## config.mk

```make
export PLATFORM = sky130hd
export DESIGN_NAME = io_supply_seq
export DESIGN_NICKNAME = d
export VERILOG_FILES = /design/src/rtl/io_supply_pkg.sv /design/src/rtl/io_sync2.sv /design/src/rtl/io_supply_seq.sv
export SDC_FILE = /design/constraint.sdc
export NUM_CORES = 1
export LEC_CHECK = 0
export CORE_AREA = 2 2 51 53
export DETAILED_ROUTE_END_ITERATION = 10
export DIE_AREA = 0 0 53 55
export PLACE_DENSITY = 0.75
export SYNTH_ARGS = -nofsm -noshare
export SYNTH_HDL_FRONTEND = slang
export SYNTH_SLANG_ARGS = --single-unit
```

## constraint.sdc

```tcl
create_clock -name clk -period 2.3 [get_ports clk]
set_input_delay 0.23 -clock clk [delete_from_list [all_inputs] [get_ports clk]]
set_output_delay 0.23 -clock clk [all_outputs]
set_load 0.005 [all_outputs]
```

## src/rtl/io_supply_pkg.sv

```systemverilog
// Shared types and defaults for the IO supply sequencer.
// State codes are visible on state_o, so their values are fixed.
package io_supply_pkg;

   typedef enum logic [2:0] {
      ST_OFF  = 3'd0,
      ST_DEB  = 3'd1,
      ST_RAMP = 3'd2,
      ST_ON   = 3'd3,
      ST_DROP = 3'd4
   } seq_state_t;

   localparam int DEF_NUM_GRP  = 4;
   localparam int DEF_DEB_CYC  = 16;
   localparam int DEF_STEP_CYC = 8;
   localparam int DEF_CNT_W    = 8;

   // The group index must be able to reach NUM_GRP after the last enable.
   function automatic int idx_width(input int num_grp);
      return $clog2(num_grp + 1);
   endfunction

endpackage

```

## src/rtl/io_sync2.sv

```systemverilog
// Two-flop synchroniser with asynchronous active-high reset.
// Shared with other pad-domain status inputs.
module io_sync2 #(
   parameter int WIDTH = 1
) (
   input  logic             clk,
   input  logic             rst,
   input  logic [WIDTH-1:0] d,
   output logic [WIDTH-1:0] q
);

   logic [WIDTH-1:0] meta_r;
   logic [WIDTH-1:0] sync_r;

   // Metastability filter: first stage may go metastable, second resolves it.
   always_ff @(posedge clk or posedge rst) begin
      if (rst) begin
         meta_r <= {WIDTH{1'b0}};
         sync_r <= {WIDTH{1'b0}};
      end else begin
         meta_r <= d;
         sync_r <= meta_r;
      end
   end

   assign q = sync_r;

endmodule

```

## src/rtl/io_supply_seq.sv

```systemverilog
// IO supply-domain sequencer: debounces supply-good, releases pad retention,
// enables pad groups in timed steps and forces safe state on supply loss.
module io_supply_seq
   import io_supply_pkg::*;
#(
   parameter int NUM_GRP  = DEF_NUM_GRP,
   parameter int DEB_CYC  = DEF_DEB_CYC,
   parameter int STEP_CYC = DEF_STEP_CYC,
   parameter int CNT_W    = DEF_CNT_W
) (
   input  logic               clk,
   input  logic               rst,
   input  logic               vsup_ok_i,
   input  logic               sw_en_i,
   input  logic               fault_clr_i,
   output logic [NUM_GRP-1:0] grp_en_o,
   output logic               pad_ret_o,
   output logic               io_ready_o,
   output logic               fault_o,
   output logic [2:0]         state_o
);

   localparam int                 IDX_W     = idx_width(NUM_GRP);
   localparam logic [CNT_W-1:0]   DEB_LAST  = CNT_W'(DEB_CYC - 1);
   localparam logic [CNT_W-1:0]   STEP_LAST = CNT_W'(STEP_CYC - 1);
   localparam logic [IDX_W-1:0]   GRP_LAST  = IDX_W'(NUM_GRP - 1);
   localparam logic [NUM_GRP-1:0] GRP_ONE   = NUM_GRP'(1'b1);
   localparam logic [NUM_GRP-1:0] GRP_NONE  = {NUM_GRP{1'b0}};
   localparam logic [CNT_W-1:0]   CNT_ZERO  = {CNT_W{1'b0}};
   localparam logic [IDX_W-1:0]   IDX_ZERO  = {IDX_W{1'b0}};

   seq_state_t         state_r;
   logic [CNT_W-1:0]   cnt_r;
   logic [IDX_W-1:0]   idx_r;
   logic [NUM_GRP-1:0] grp_en_r;
   logic               pad_ret_r;
   logic               io_ready_r;
   logic               fault_r;
   logic               sync_ok_s;
   logic               drop_set_s;

   io_sync2 #(
      .WIDTH (1)
   ) u_vsup_sync (
      .clk (clk),
      .rst (rst),
      .d   (vsup_ok_i),
      .q   (sync_ok_s)
   );

   // Supply loss only counts once pads may be driven; it takes priority over release.
   assign drop_set_s = ((state_r == ST_RAMP) || (state_r == ST_ON)) && !sync_ok_s;

   // Sequencer FSM with registered pad controls.
   always_ff @(posedge clk or posedge rst) begin
      if (rst) begin
         state_r    <= ST_OFF;
         cnt_r      <= CNT_ZERO;
         idx_r      <= IDX_ZERO;
         grp_en_r   <= GRP_NONE;
         pad_ret_r  <= 1'b1;
         io_ready_r <= 1'b0;
      end else begin
         case (state_r)
            ST_OFF: begin
               cnt_r      <= CNT_ZERO;
               idx_r      <= IDX_ZERO;
               grp_en_r   <= GRP_NONE;
               pad_ret_r  <= 1'b1;
               io_ready_r <= 1'b0;
               if (sync_ok_s && sw_en_i && !fault_r) begin
                  state_r <= ST_DEB;
               end else begin
                  state_r <= ST_OFF;
               end
            end

            ST_DEB: begin
               if (!sync_ok_s || !sw_en_i) begin
                  state_r <= ST_OFF;
                  cnt_r   <= CNT_ZERO;
               end else if (cnt_r == DEB_LAST) begin
                  state_r   <= ST_RAMP;
                  cnt_r     <= CNT_ZERO;
                  idx_r     <= IDX_ZERO;
                  pad_ret_r <= 1'b0;
               end else begin
                  state_r <= ST_DEB;
                  cnt_r   <= cnt_r + CNT_W'(1'b1);
               end
            end

            ST_RAMP, ST_ON: begin
               if (drop_set_s) begin
                  state_r    <= ST_DROP;
                  cnt_r      <= CNT_ZERO;
                  idx_r      <= IDX_ZERO;
                  grp_en_r   <= GRP_NONE;
                  pad_ret_r  <= 1'b1;
                  io_ready_r <= 1'b0;
               end else if (!sw_en_i) begin
                  state_r    <= ST_OFF;
                  cnt_r      <= CNT_ZERO;
                  idx_r      <= IDX_ZERO;
                  grp_en_r   <= GRP_NONE;
                  pad_ret_r  <= 1'b1;
                  io_ready_r <= 1'b0;
               end else if (state_r == ST_ON) begin
                  state_r <= ST_ON;
               end else if (cnt_r == STEP_LAST) begin
                  // Step boundary: enable the next group; the last one completes power-up.
                  cnt_r    <= CNT_ZERO;
                  idx_r    <= idx_r + IDX_W'(1'b1);
                  grp_en_r <= grp_en_r | (GRP_ONE << idx_r);
                  if (idx_r == GRP_LAST) begin
                     state_r    <= ST_ON;
                     io_ready_r <= 1'b1;
                  end else begin
                     state_r <= ST_RAMP;
                  end
               end else begin
                  state_r <= ST_RAMP;
                  cnt_r   <= cnt_r + CNT_W'(1'b1);
               end
            end

            ST_DROP: begin
               state_r    <= ST_OFF;
               cnt_r      <= CNT_ZERO;
               idx_r      <= IDX_ZERO;
               grp_en_r   <= GRP_NONE;
               pad_ret_r  <= 1'b1;
               io_ready_r <= 1'b0;
            end

            default: begin
               state_r    <= ST_OFF;
               cnt_r      <= CNT_ZERO;
               idx_r      <= IDX_ZERO;
               grp_en_r   <= GRP_NONE;
               pad_ret_r  <= 1'b1;
               io_ready_r <= 1'b0;
            end
         endcase
      end
   end

   // Sticky supply-loss fault; a new loss beats a simultaneous clear.
   always_ff @(posedge clk or posedge rst) begin
      if (rst) begin
         fault_r <= 1'b0;
      end else if (drop_set_s) begin
         fault_r <= 1'b1;
      end else if (fault_clr_i) begin
         fault_r <= 1'b0;
      end else begin
         fault_r <= fault_r;
      end
   end

   assign grp_en_o   = grp_en_r;
   assign pad_ret_o  = pad_ret_r;
   assign io_ready_o = io_ready_r;
   assign fault_o    = fault_r;
   assign state_o    = state_r;

endmodule

```

# Yosys cells after proc, flatten, opt, wreduce, memory -nomap -nowiden
# Cells that the tools add are included.
# word_totals
mem_bits_rw	0
memories	0
latchBits	0
input_bits	5
register_bits	23
mem_bits_ro	0
output_inout_bits	10
# classes
magnitude_cmp	0
reduce_logical	15
add_sub_neg	2
n_eq_ne	12
bitwise_logic	2
mul	0
n_div	0
muxes	41
shifts	1
# ops
operator	count
$mux 8	6
$mux 3	10
$mux 4	4
$pmux 8 s2	1
$mux 1	13
$ne 4x4->1 const B	3
$eq 3x2->1 const B	3
$pmux 3 s3	1
$add 8x1->8 const B	1
$eq 8x3->1 const B	1
$eq 8x4->1 const B	1
$pmux 4 s2	1
$reduce_and 4->1	2
$pmux 3 s2	1
$reduce_and 3->1	2
$mux 2	2
$ne 2x2->1 const B	2
$or 4x4->4	1
$pmux 1 s2	2
$shl 1x3->4 const A	1
$add 3x1->3 const B	1
$eq 3x1->1 const B	1
$logic_and 1x1->1	3
$logic_not 1->1	3
other kinds (6)	7

# Longest topological paths before layout
# Gate-level depths: netlist of the first run.
# depth
depth_word	7
mapped_depth	6
depth_no_buf	6

# Modules after synthesis
# From an unflattened synthesis of the first run, not the netlist that was laid out.
# unflattened
cells_unflattened	123
area_unflattened_um2	1242.4
# modules_own_cells
mod	seq_area_each_um2	area_each_um2	instances	cells_per_inst
io_supply_seq	526.8	1188.6	1	120
io_sync2	50.0	53.8	1	3

# Least setup slack after synthesis of the first run
# No wires, ideal clock.
# synth_path
path_kind	register -> register
from	reg cnt_r[4]
to	reg idx_r[0]
period_less_slack_ns	1.813
t_required_ns	2.179
stages_incl_launch_ff	6
t_arrival_ns	1.692
slack_ns	0.487
path_cell_list	dfrtp_1 or4_1 buf_2 o41ai_4 a21oi_2 a22o_1
# synth_between
elab_chain_len	3
word_cells_on_any_way	5
classes_between	eq/ne (4); reduce/logical (1)
# synth_rtl
item	line	rtl
from (decl)	io_supply_seq.sv:33	logic [CNT_W-1:0] cnt_r;
from (signal assigned)	io_supply_seq.sv:89	cnt_r <= cnt_r + CNT_W'(1'b1);
from (signal assigned)	io_supply_seq.sv:123	cnt_r <= cnt_r + CNT_W'(1'b1);
$eq 8x3->1 / $eq 8x4->1 (equally long branches)	io_supply_seq.sv:110, io_supply_seq.sv:82	
$ne 4x4->1 (no line) / $ne 2x2->1 (equally long branches)	n/a	
$reduce_and 4->1 (no line) (*)	n/a	
to (signal assigned)	io_supply_seq.sv:113	idx_r <= idx_r + IDX_W'(1'b1);
to (decl)	io_supply_seq.sv:34	logic [IDX_W-1:0] idx_r;
# Every way passes the cells marked *; elsewhere a longest branch is shown, timed or not.
# A chain may end at the register's enable or synchronous reset.

# Final worst setup path of the first run
# Ends and elaborated chain as after synthesis.

==> run summary, run 1 <==
Buffers placed on the I/O ports in this run total 14. Combinational cells account for 6.3% of the total power. Clock latency on the worst-skew pair: 0.31 ns. In this run the mean area of a mapped cell was 9.88 sq um. Setup repair after global routing left no endpoint under its margin.

The top fanout value on the critical path was 8; the number of instances in the synthesized netlist was 124. The congestion estimate from routability-driven global placement came to 0.844. The synthesized netlist occupies a cell area of 1220 sq um. The floorplan step defined a die boundary enclosing 2920 sq um. No sink is reached through more buffers than the 2 on the longest clock path. Of the synthesized area, sequential elements account for 47.1%.

The worst-path cell with the longest stage delay is or4_1. Register clock-pin slew on the reported worst setup and hold paths: 0.13 ns. After clock tree synthesis, the repair step resized 0 gates. In the post-route analysis, the smallest setup slack over all paths is 0.278 ns. The number of antenna diodes in the final layout is 0. The share of the cycle needed by the critical path after routing was 87.9%; the worst path required time was 2.51 ns.

The slew of the pin with the lowest slew margin works out to 0.672 ns. The synthesized design devotes to its leading area cell type 44.9% of total area. The number of optimization iterations in the first detailed-route pass is 4, and the total I/O pin count is 15. The peak clock frequency supported by timing was 494 MHz. The tools report the cell chosen for the clock root as clkbuf_4.

Counting flops and latches in the post-synthesis netlist gives 23. After routing the design area is 1420 sq um. Vias per cell: 5.98. The tools report the sequential share of power as 64.6%.

The static leakage was 0.584 nW; the non-filler instance count after layout was 167. Relative to the synthesized area, the layout overhead comes to 15.5%. STA classifies the critical path startpoint as a flip-flop. The remaining routing DRC violations is 0. The terminus of the critical flop-to-flop path is idx_r[0]$_DFFE_PP0P_.

For this run, the total global-route usage over all layers was measured as 21.1%. The worst path needs 2.02 ns of the cycle, external delays included. The tools report the placement-stage worst setup slack as 0.298 ns.

The critical path's largest stage delay was 0.70 ns; the max-cap check violation count was 0. Entering global routing, the biggest net connects 24 pins. The net switching power was 0.150 mW; the post-synthesis net count was 135. The core region is 2360 sq um. TritonCTS built the clock tree.

Die width: 53 um. The worst register-to-register path begins at cnt_r[4]$_DFFE_PP0P_. In the layout the commonest cells are dfrtp_1 (22), nor2_1 (15), clkdlybuf4s50_1 (14). Yosys printed 0 warnings. The accumulated negative setup slack came out at 0 ns. The worst pin sits at a relative slew slack of 54.0%. The switching part of the total is 23.3%, and the via count of the first global-routing pass is 928.

The first global-routing pass estimated 4.39 mm of wire. In the final design database the tool counted 149 nets. The per-cell routed wire length was 15.2 um; the areal power density over the cells was 456 nW/um^2. After clock tree synthesis, the flow added hold-fix buffers numbering 0.

The initial antenna violation count came out at 0. Setup violations remaining at the end of the flow were counted as 0. Yosys attributes the largest share of cell area to dfrtp_1 (45%), ha_1 (6.1%), nor2_1 (4.6%), a21oi_1 (2.9%), xnor2_1 (2.9%). In this run, CTS created clock tree buffers numbering 3.

The run gives 0.00880 ns as the final worst clock skew. Cells fill 59.8% of the core in the end. The logs give 42 for the starting DRC count in detailed routing and 0 for the remaining antenna violation count after routing. The worst setup path is captured at a flip-flop. The number of library cell types mapped by synthesis came out at 43.

The routed layout has 999 vias. The flow ran to the end, and the final reports show no timing, DRC or antenna violations. The final number of hold-violating endpoints was 0; the die boundary height was 55 um.

The logs give 0 for the count of final max-slew check failures and 2.23 ns for the data arrival time of the worst path. Share of cells above drive strength 1: 7.30%. The run gives 0.494 mW as the internal power summed over all cells. Traced cell by cell, the critical path runs through or4_1 > o41ai_4 > a21oi_2 > a22o_1. The run gives 51.8% as the starting density of the core. The total number of placement rows is 18. In this run the worst hold path is classified as in -> async. Number of cells on the worst reg-to-reg path: 4. The area of placed instances was 1390 sq um. The tree built by TritonCTS fans out to 23 sinks. The largest voltage drop on the vdd net is 0.423 mV, and the deepest level of the CTS H-tree is 1. In this run the register-to-register setup slack is 0.28 ns. In this run, the clock network consumes 29.1% of the power. For this block, the routed nets add up to 2.53 mm of wire.

The worst setup path is of the reg -> reg kind. The HPWL after detailed placement is 1.89 mm. Total power for the finished layout comes to 0.645 mW.

The number of setup buffers added after CTS is 0, and the aggregate global routing overflow is 0. The number of placed instances, taps included, is 163. The library cell used most frequently in the layout, excluding fill and tap cells, is dfrtp_1.

The tightest hold path in the finished design has a slack of 0.231 ns. dfrtp_1 takes more of the synthesized area than any other cell.
## state kept, by name, summed over array words and instances (netlist names)
signal              flops
pad_ret_o               1
u_vsup_sync.meta_r      1
cnt_r                   8
u_vsup_sync.q           1
io_ready_o              1
idx_r                   3
fault_o                 1
state_o                 3
grp_en_o                4
## metal layers
layer | share of wire, % | up-vias | track usage, %
li1 | - | 483 | -
met1 | 47 | 477 | 29.5
met2 | 47 | 33 | 32.7
met3 | 4.6 | 6 | 4.30
met4 | 1.4 | 0 | 7.26
met5 | 0 | - | 0
## how the worst max path moves through the flow
stage | cells past startpoint | from | end | slack [ns]
finish | 4 | cnt_r[4]$_DFFE_PP0P_ | idx_r[0]$_DFFE_PP0P_ | 0.28
global route | 4 | cnt_r[4]$_DFFE_PP0P_ | idx_r[0]$_DFFE_PP0P_ | 0.18
CTS | 4 | cnt_r[5]$_DFFE_PP0P_ | idx_r[0]$_DFFE_PP0P_ | 0.28
floorplan | 5 | cnt_r[4]$_DFFE_PP0P_ | idx_r[0]$_DFFE_PP0P_ | 0.49
global placement | 5 | sw_en_i | cnt_r[6]$_DFFE_PP0P_ | 0.36
detailed placement | 4 | cnt_r[4]$_DFFE_PP0P_ | idx_r[0]$_DFFE_PP0P_ | 0.30
## synth_stat cells (all sizes together)
cell type / number
dfrtp: 22
nor2: 15
nand2: 10
a21oi: 8
inv: 7
ha: 6
clkbuf: 5
o21ai: 4
xnor2: 4
a41oi: 3
nor4: 3
a2111oi: 2
a22o: 2
and2: 2
buf: 2
nand2b: 2
nand3: 2
nor2b: 2
o41ai: 2
a211oi: 1
a21o: 1
a221oi: 1
a31oi: 1
a32o: 1
and3: 1
and4b: 1
dfstp: 1
nand4: 1
nand4b: 1
nor3: 1
nor3b: 1
o211a: 1
o211ai: 1
o221ai: 1
o2bb2ai: 1
o31a: 1
o31ai: 1
o32a: 1
or2: 1
or4: 1
## final cells by class
type	count	area, sq um
Tap cell	30	37.5
Clock buffer	4	26.3
Sequential cell	23	577
Multi-Input combinational cell	87	593
Timing Repair Buffer	16	155
Fill cell	214	950
Inverter	7	26.3
## worst max-delay path: cells and delay by family, from the launching register on
family / cells / cell delay (ns)
AND/OR/NAND/NOR: 1 / 0.70
AO/OA/AOI/OAI: 3 / 0.79
flip-flops: 1 / 0.43
## power by group through the flow
stage	Sequential, mW	Combinational, mW	Clock, mW
2_1_floorplan	0.419	0.0271	0
3_3_place_gp	0.424	0.0400	0
3_5_place_dp	0.424	0.0412	0
4_1_cts	0.416	0.0413	0.194
5_1_grt	0.418	0.0460	0.207
6_report	0.416	0.0407	0.187
## cells by family (layout without fill, tap and decap cells)
group	Yosys count	after routing	share of synthesized area (%)
simple gates	44	44	18.0
compound gates	33	33	21.5
flops	23	23	47.1
buf+inv	14	27	4.49
fa+ha+maj	6	6	6.13
xor+xnor	4	4	2.86
No activity file was read; power rests on OpenSTA's default activity.
==> run 2: changes to the inputs <==
==> constraint.sdc (replaced) <==
create_clock -name clk -period 2 [get_ports clk]
set_input_delay 0.2 -clock clk [delete_from_list [all_inputs] [get_ports clk]]
set_output_delay 0.2 -clock clk [all_outputs]
set_load 0.005 [all_outputs]
==> run 2 against run 1 <==
Net effect:
- flip-flop and latch count stayed put
- via count is 3.4% higher
- register-to-register slack worse by 0.15 ns
- clock-buffer cell count stayed put
- clock skew is 0.0049 ns lower
- core utilization is 1.4 points higher
- combinational power is 28% higher
- sequential share of layout area is 0.95 points lower
- maximum frequency is 8.3% higher
- global-route usage is 0.42 points higher
- hold slack worse by 0.066 ns
- non-clock buffer count is 4 higher
==> run summary, run 2 (same netlist as run 1, synthesis figures left out) <==
The worst path required time was 2.22 ns; the per-cell routed wire length was 15.7 um. The top fanout value on the critical path was 5; the post-cts hold buffer count was 0. The startpoint class of the critical path is a flip-flop. The data arrival time of the worst path was 2.09 ns; the minimum clock period after layout was 1.87 ns.

Buffers plus inverters on the worst setup path: 0. The tools report the worst hold slack as 0.166 ns. The repair_antennas step left the layout with diodes totalling 0.

Of the available clock period, the critical path in the final layout requires 93.4%. Wires add up to 2.68 mm. For the static leakage, the log shows 0.603 nW. The total of buffers placed on input and output ports was 14. The run gives 535 MHz as the peak clock frequency supported by timing.

Starting DRC count in detailed routing: 31. The clock latency on the worst-skew pair came out at 0.32 ns. Aggregate global routing overflow: 0.

The area of placed instances came out at 1420 sq um. The final number of hold-violating endpoints is 0. The flow ran to the end, and the final reports show no timing, DRC or antenna violations. The initial antenna violation count was 0; the via count of the first global-routing pass was 1,008. Number of flip-flops under the largest register name: 8.

Summing over every cut layer, the via total after detailed routing is 1,033. Counting buffers and inverters, the worst setup path is 4 cells deep. Setup repair after global routing left no endpoint under its margin.

The library cells used most frequently in the layout, excluding fill and tap cells, are dfrtp_1 (22), nor2_1 (15), clkdlybuf4s50_1 (14). The largest voltage drop on the vdd net was 0.440 mV. The pin count of the biggest net entering global routing is 15. In this run the remaining antenna-violating nets after routing total 0.

Terminus of the critical flop-to-flop path: idx_r[0]$_DFFE_PP0P_. Count of final max-slew check failures: 0. For the count of final setup violators, the log shows 0. For the max-cap check violation count, the log shows 0. The clock network burns 29.6% of the power. Of the total power, registers draw 63.5%.

Relative to the synthesized area, the layout overhead comes to 18.3%. The number of cells on the worst reg-to-reg path is 4, and the area enclosed by the die boundary is 2920 sq um. The logs give 2.05 mm for the half-perimeter wire length of the detailed placement result and 153 for the final-stage net count. Leaving out fill and tap cells, the most frequent cell in the layout is dfrtp_1.

The net switching power came out at 0.180 mW. Accumulated negative setup slack: 0 ns. The class of the tightest hold or removal check was in -> async.

The post-route standard cell area excluding fillers was 1450 sq um; the starting density of the core was 51.8%. In this run the power density over the cells is 518 nW/um^2. Deepest level of the CTS H-tree: 1.

The cell family contributing the most delay on the critical path is simple AND/OR/NAND/NOR gates. The slew of the pin with the lowest slew margin is 0.528 ns. The number of cells after detailed placement was 167; the reg2reg setup slack was 0.13 ns.

Clock tree synthesis inserted a total of 3 buffers. On the final layout, the worst clock skew is 0.00386 ns. The root buffer cell chosen for the clock tree is clkbuf_4. At the end of the flow the core is filled with cells to 61.3%.

TritonCTS built the clock tree. Cell internal power was estimated by the tool at 0.570 mW. The floorplan step defined a core boundary enclosing 2360 sq um. Net switching is 24.0% of the power.

The worst setup path is of the reg -> reg kind. The die width came out at 53 um. The vias per cell works out to 6.04. The register clock-pin slew on the reported worst setup and hold paths works out to 0.13 ns. The non-filler instance count after layout came out at 171.

For this run, design rule violations remaining after detail routing come to 0. The worst register-to-register path begins at cnt_r[4]$_DFFE_PP0P_. The tightest slew margin relative to the limit is 63.9%.

The critical path's largest stage delay was 0.60 ns. The first global-routing pass estimated 4.48 mm of wire. The origin of the worst setup path is cnt_r[4]$_DFFE_PP0P_. In the global route stage, overall resource usage came out at 21.5%. The clock drives 23 sinks.

The floorplan has 18 rows. The worst setup path is captured at a flip-flop. Walking the worst path, the cells encountered are or4_4 > nor4_1 > a21oi_2 > a22o_1. The slowest stage of the critical path belongs to the cell or4_4. At the end of routability-driven placement, the weighted congestion stood at 0.919. No sink is reached through more buffers than the 2 on the longest clock path.

Of the cells placed in the final design, the portion with a size suffix greater than 1 is 10.6%. Register containing the most flip-flops in the final layout: cnt_r. For the combinational cell fraction of total power, the log shows 7.0%.

The number of optimization iterations in the first detailed-route pass is 4. In this run the worst setup path terminates at idx_r[0]$_DFFE_PP0P_. The floorplan step set the die height to 55 um. 15 I/O pins were placed.
run 2: changes by cell type in the layout (fill, tap and decap cells not counted), sizes merged:
| cell | previous run | this run |
|---|---|---|
| buf | 2 | 6 |
run 2: cell type report:
class	instances	area, sq um
tap	30	37.5
fill	194	916
clock buffer	4	26.3
inverter	7	26.3
timing repair buffer	20	185
multi-input combinational	87	597
sequential	23	577
run 2: per-layer routing:
layer  wire length [um]  vias up  GRT usage (%)
met5                  0        -              0
met4                 41        0           7.69
met3                155        5           3.23
met2               1290       46           35.2
met1               1190      499           29.2
li1                   -      483              -
run 2: how the worst min path moves through the flow:
stage / startpoint / to / slack [ns] / depth (start not counted)
2_1_floorplan: rst / cnt_r[0]$_DFFE_PP0P_ / 0.20 / 1
3_3_place_gp: u_vsup_sync.meta_r$_DFF_PP0_ / u_vsup_sync.q$_DFF_PP0_ / 0.33 / 0
3_5_place_dp: u_vsup_sync.meta_r$_DFF_PP0_ / u_vsup_sync.q$_DFF_PP0_ / 0.35 / 0
4_1_cts: rst / idx_r[1]$_DFFE_PP0P_ / 0.19 / 2
5_1_grt: rst / grp_en_o[2]$_DFFE_PP0P_ / 0.22 / 2
6_report: rst / grp_en_o[2]$_DFFE_PP0P_ / 0.17 / 2
run 2: stage by stage:
step,power [mW],setup WS [ns]
after global placement,0.536,0.113
after global routing,0.774,0.0506
after floorplan,0.513,0.187
after detailed placement,0.537,0.0830
after CTS,0.758,0.0321
final,0.750,0.132
run 2: power by group through the flow:
stage / Combinational [mW] / Sequential [mW] / Clock (mW)
after global placement: 0.0517 / 0.484 / 0
after CTS: 0.0530 / 0.476 / 0.230
final: 0.0521 / 0.476 / 0.222
after detailed placement: 0.0528 / 0.485 / 0
after floorplan: 0.0312 / 0.482 / 0
after global routing: 0.0594 / 0.477 / 0.238
run 2: repair_timing:
action,4_1_cts,5_1_grt
buffers inserted,0,0
endpoints found under the hold margin,0,0
endpoints found under the setup margin,0,8
gates resized for setup,0,1
==> run 3: changes to the inputs <==
--- a/config.mk
+++ b/config.mk
@@ -5,9 +5,9 @@
 export SDC_FILE = /design/constraint.sdc
 export NUM_CORES = 1
 export LEC_CHECK = 0
-export CORE_AREA = 2 2 51 53
+export CORE_AREA = 4 4 53 55
 export DETAILED_ROUTE_END_ITERATION = 10
-export DIE_AREA = 0 0 53 55
+export DIE_AREA = 0 0 57 59
 export PLACE_DENSITY = 0.75
 export SYNTH_ARGS = -nofsm -noshare
 export SYNTH_HDL_FRONTEND = slang
==> run 3 against run 2 <==
Net effect:
- flip-flop and latch count unchanged
- wire length is 1.2% higher
- critical endpoint unchanged
- clock skew increased by 0.0032 ns
- cell area unchanged
- core utilization is 0.58 points lower
- largest power group unchanged
- maximum frequency is 0.87% higher
- register-to-register slack gained 0.02 ns
==> run summary, run 3 (same netlist as run 1, synthesis figures left out) <==
The clock sink count is 23, and the starting DRC count in detailed routing is 70. The finished layout holds 171 standard cells, fillers aside. The routability congestion estimate from global placement is 0.863, and the clock buffer count from CTS is 3.

The tightest hold path in the finished design has a slack of 0.207 ns. The count of nets left with antenna violations once routing finished came out at 0. In this run, post-CTS hold repair placed 0 buffers.

The half-perimeter wire length of the detailed placement result was 2.01 mm. The number of flip-flops under the largest register name works out to 8. The deepest level of the CTS H-tree came out at 1. In this design, the largest share of critical-path delay is due to simple AND/OR/NAND/NOR gates.

The register clock-pin slew on the reported worst setup and hold paths came out at 0.13 ns. The peak clock frequency supported by timing was 540 MHz; the detailed-route via count was 1,015. Traced cell by cell, the critical path runs through or4_4 > nor4_1 > a21oi_2 > a22o_1. In this run the static leakage power is 0.603 nW. The number of optimization iterations in the first detailed-route pass is 4, and the worst path required time is 2.21 ns. Power spread over the standard cell area amounts to 514 nW/um^2.

The max-cap check violation count was 0. VDD sags by at most 0.476 mV. The repair_antennas step left the layout with diodes totalling 0. The area enclosed by the die boundary is 3360 sq um, and the share of cells above drive strength 1 is 10.6%. The critical path's largest stage delay is 0.61 ns. The initial antenna violation count was 0. After clock tree synthesis, the repair step resized 0 gates. At the pin with the least slew margin, the transition time is 0.574 ns. The number of placed instances, taps included, is 167. Per-cell routed wire length: 15.8 um. The run finished with clean final reports.

The synthesis-to-layout area growth works out to 18.3%. For the remaining routing DRC violations, the log shows 0. The vias per cell is 5.94.

Total number of placement rows: 18. For the starting density of the core, the log shows 51.3%. The clock latency on the worst-skew pair is 0.31 ns. TritonCTS built the clock tree. Summing all placed instances gives a cell area of 1420 sq um.

The core box area came out at 2390 sq um. STA classifies the critical path startpoint as a flip-flop. The class of the tightest hold or removal check is in -> async.

Of the available clock period, the critical path in the final layout requires 92.6%. The final-stage net count was 153. The total of buffers placed on input and output ports works out to 14.

Data arrives at the worst endpoint at 2.07 ns. Capturing element type of the critical path: a flip-flop. The number of setup buffers added after CTS is 0. The root buffer cell chosen for the clock tree is clkbuf_4.

The number of buffers and inverters on the critical path is 0. Entering global routing, the biggest net connects 24 pins. Register containing the most flip-flops in the final layout: cnt_r. Setup repair after global routing left no endpoint under its margin. For the final database, setup skew stands at 0.00705 ns. The finished cells cover 1450 sq um.

The first global-routing pass estimated 4.80 mm of wire. The top fanout value on the critical path was 8; the largest buffer count on any clock path was 2. Headroom to the max-slew limit came out at 60.7%. The worst setup path is of the reg -> reg kind. The share of the core filled with cells was 60.7%; the final number of hold-violating endpoints was 0. The overall global routing resource usage was 18.3%; the die boundary height was 59 um. For the via count of the first global-routing pass, the log shows 1,039.

The worst path in the final design needs a cycle of 1.85 ns, including I/O delays and setup. The die width works out to 57 um. The count of final max-slew check failures was 0; the count of final setup violators was 0. The most common cell after layout, fill and taps aside was dfrtp_1.

The total I/O pin count was 15. The slowest stage of the critical path is the or4_4 cell. The total overflow left after global routing is 0.

Wires add up to 2.71 mm. In the final timing run, aggregate negative setup slack is 0 ns. In the layout the commonest cells are dfrtp_1 (22), nor2_1 (15), clkdlybuf4s50_1 (14).
run 3: worst reg2reg max path, delay by kind of cell (launching register included):
| family | cells | cell delay [ns] |
|---|---|---|
| AND/OR/NAND/NOR | 2 | 0.98 |
| flip-flops | 1 | 0.43 |
| AO/OA/AOI/OAI | 2 | 0.34 |
run 3: per-layer routing:
layer	share of wire (%)	GRT usage, %	up-vias
li1	-	-	486
met1	46	24.9	473
met2	46	29.4	47
met3	6.5	3.49	9
met4	1.4	6.62	0
met5	0	0	-
run 3: metrics by stage:
step                      setup WS (ns)  power [mW]
after floorplan                   0.187       0.513
after global placement            0.119       0.535
after detailed placement         0.0390       0.537
after CTS                        0.0251       0.745
after global routing             0.0791       0.782
final                             0.148       0.744
run 3: final cells by class:
cell class,count,area (sq um)
clock buffers,4,26.3
fillers,218,938
inverters,7,26.3
multi-input cells,87,597
flip-flops and latches,23,577
well taps,30,37.5
repair buffers,20,185
run 3: final timing paths:
path | slack (ns) | depth (start not counted) | to | startpoint
max | 0.15 | 4 | idx_r[0]$_DFFE_PP0P_ | cnt_r[4]$_DFFE_PP0P_
min reg2reg | 0.37 | 0 | u_vsup_sync.q$_DFF_PP0_ | u_vsup_sync.meta_r$_DFF_PP0_
max reg2reg | 0.15 | 4 | idx_r[0]$_DFFE_PP0P_ | cnt_r[4]$_DFFE_PP0P_
max in group asynchronous | 1.50 | 3 | pad_ret_o$_DFFE_PP1P_ | rst
min in group clk | 0.32 | 1 | u_vsup_sync.meta_r$_DFF_PP0_ | vsup_ok_i
min | 0.21 | 3 | grp_en_o[1]$_DFFE_PP0P_ | rst
run 3: where the power goes:
part / total (mW) / internal [mW] / leakage, nW / switching (mW)
clock: 0.216 / 0.0779 / 0.0150 / 0.138
combinational: 0.0521 / 0.0218 / 0.277 / 0.0303
sequential: 0.476 / 0.470 / 0.311 / 0.00590
total: 0.744 / 0.570 / 0.603 / 0.174
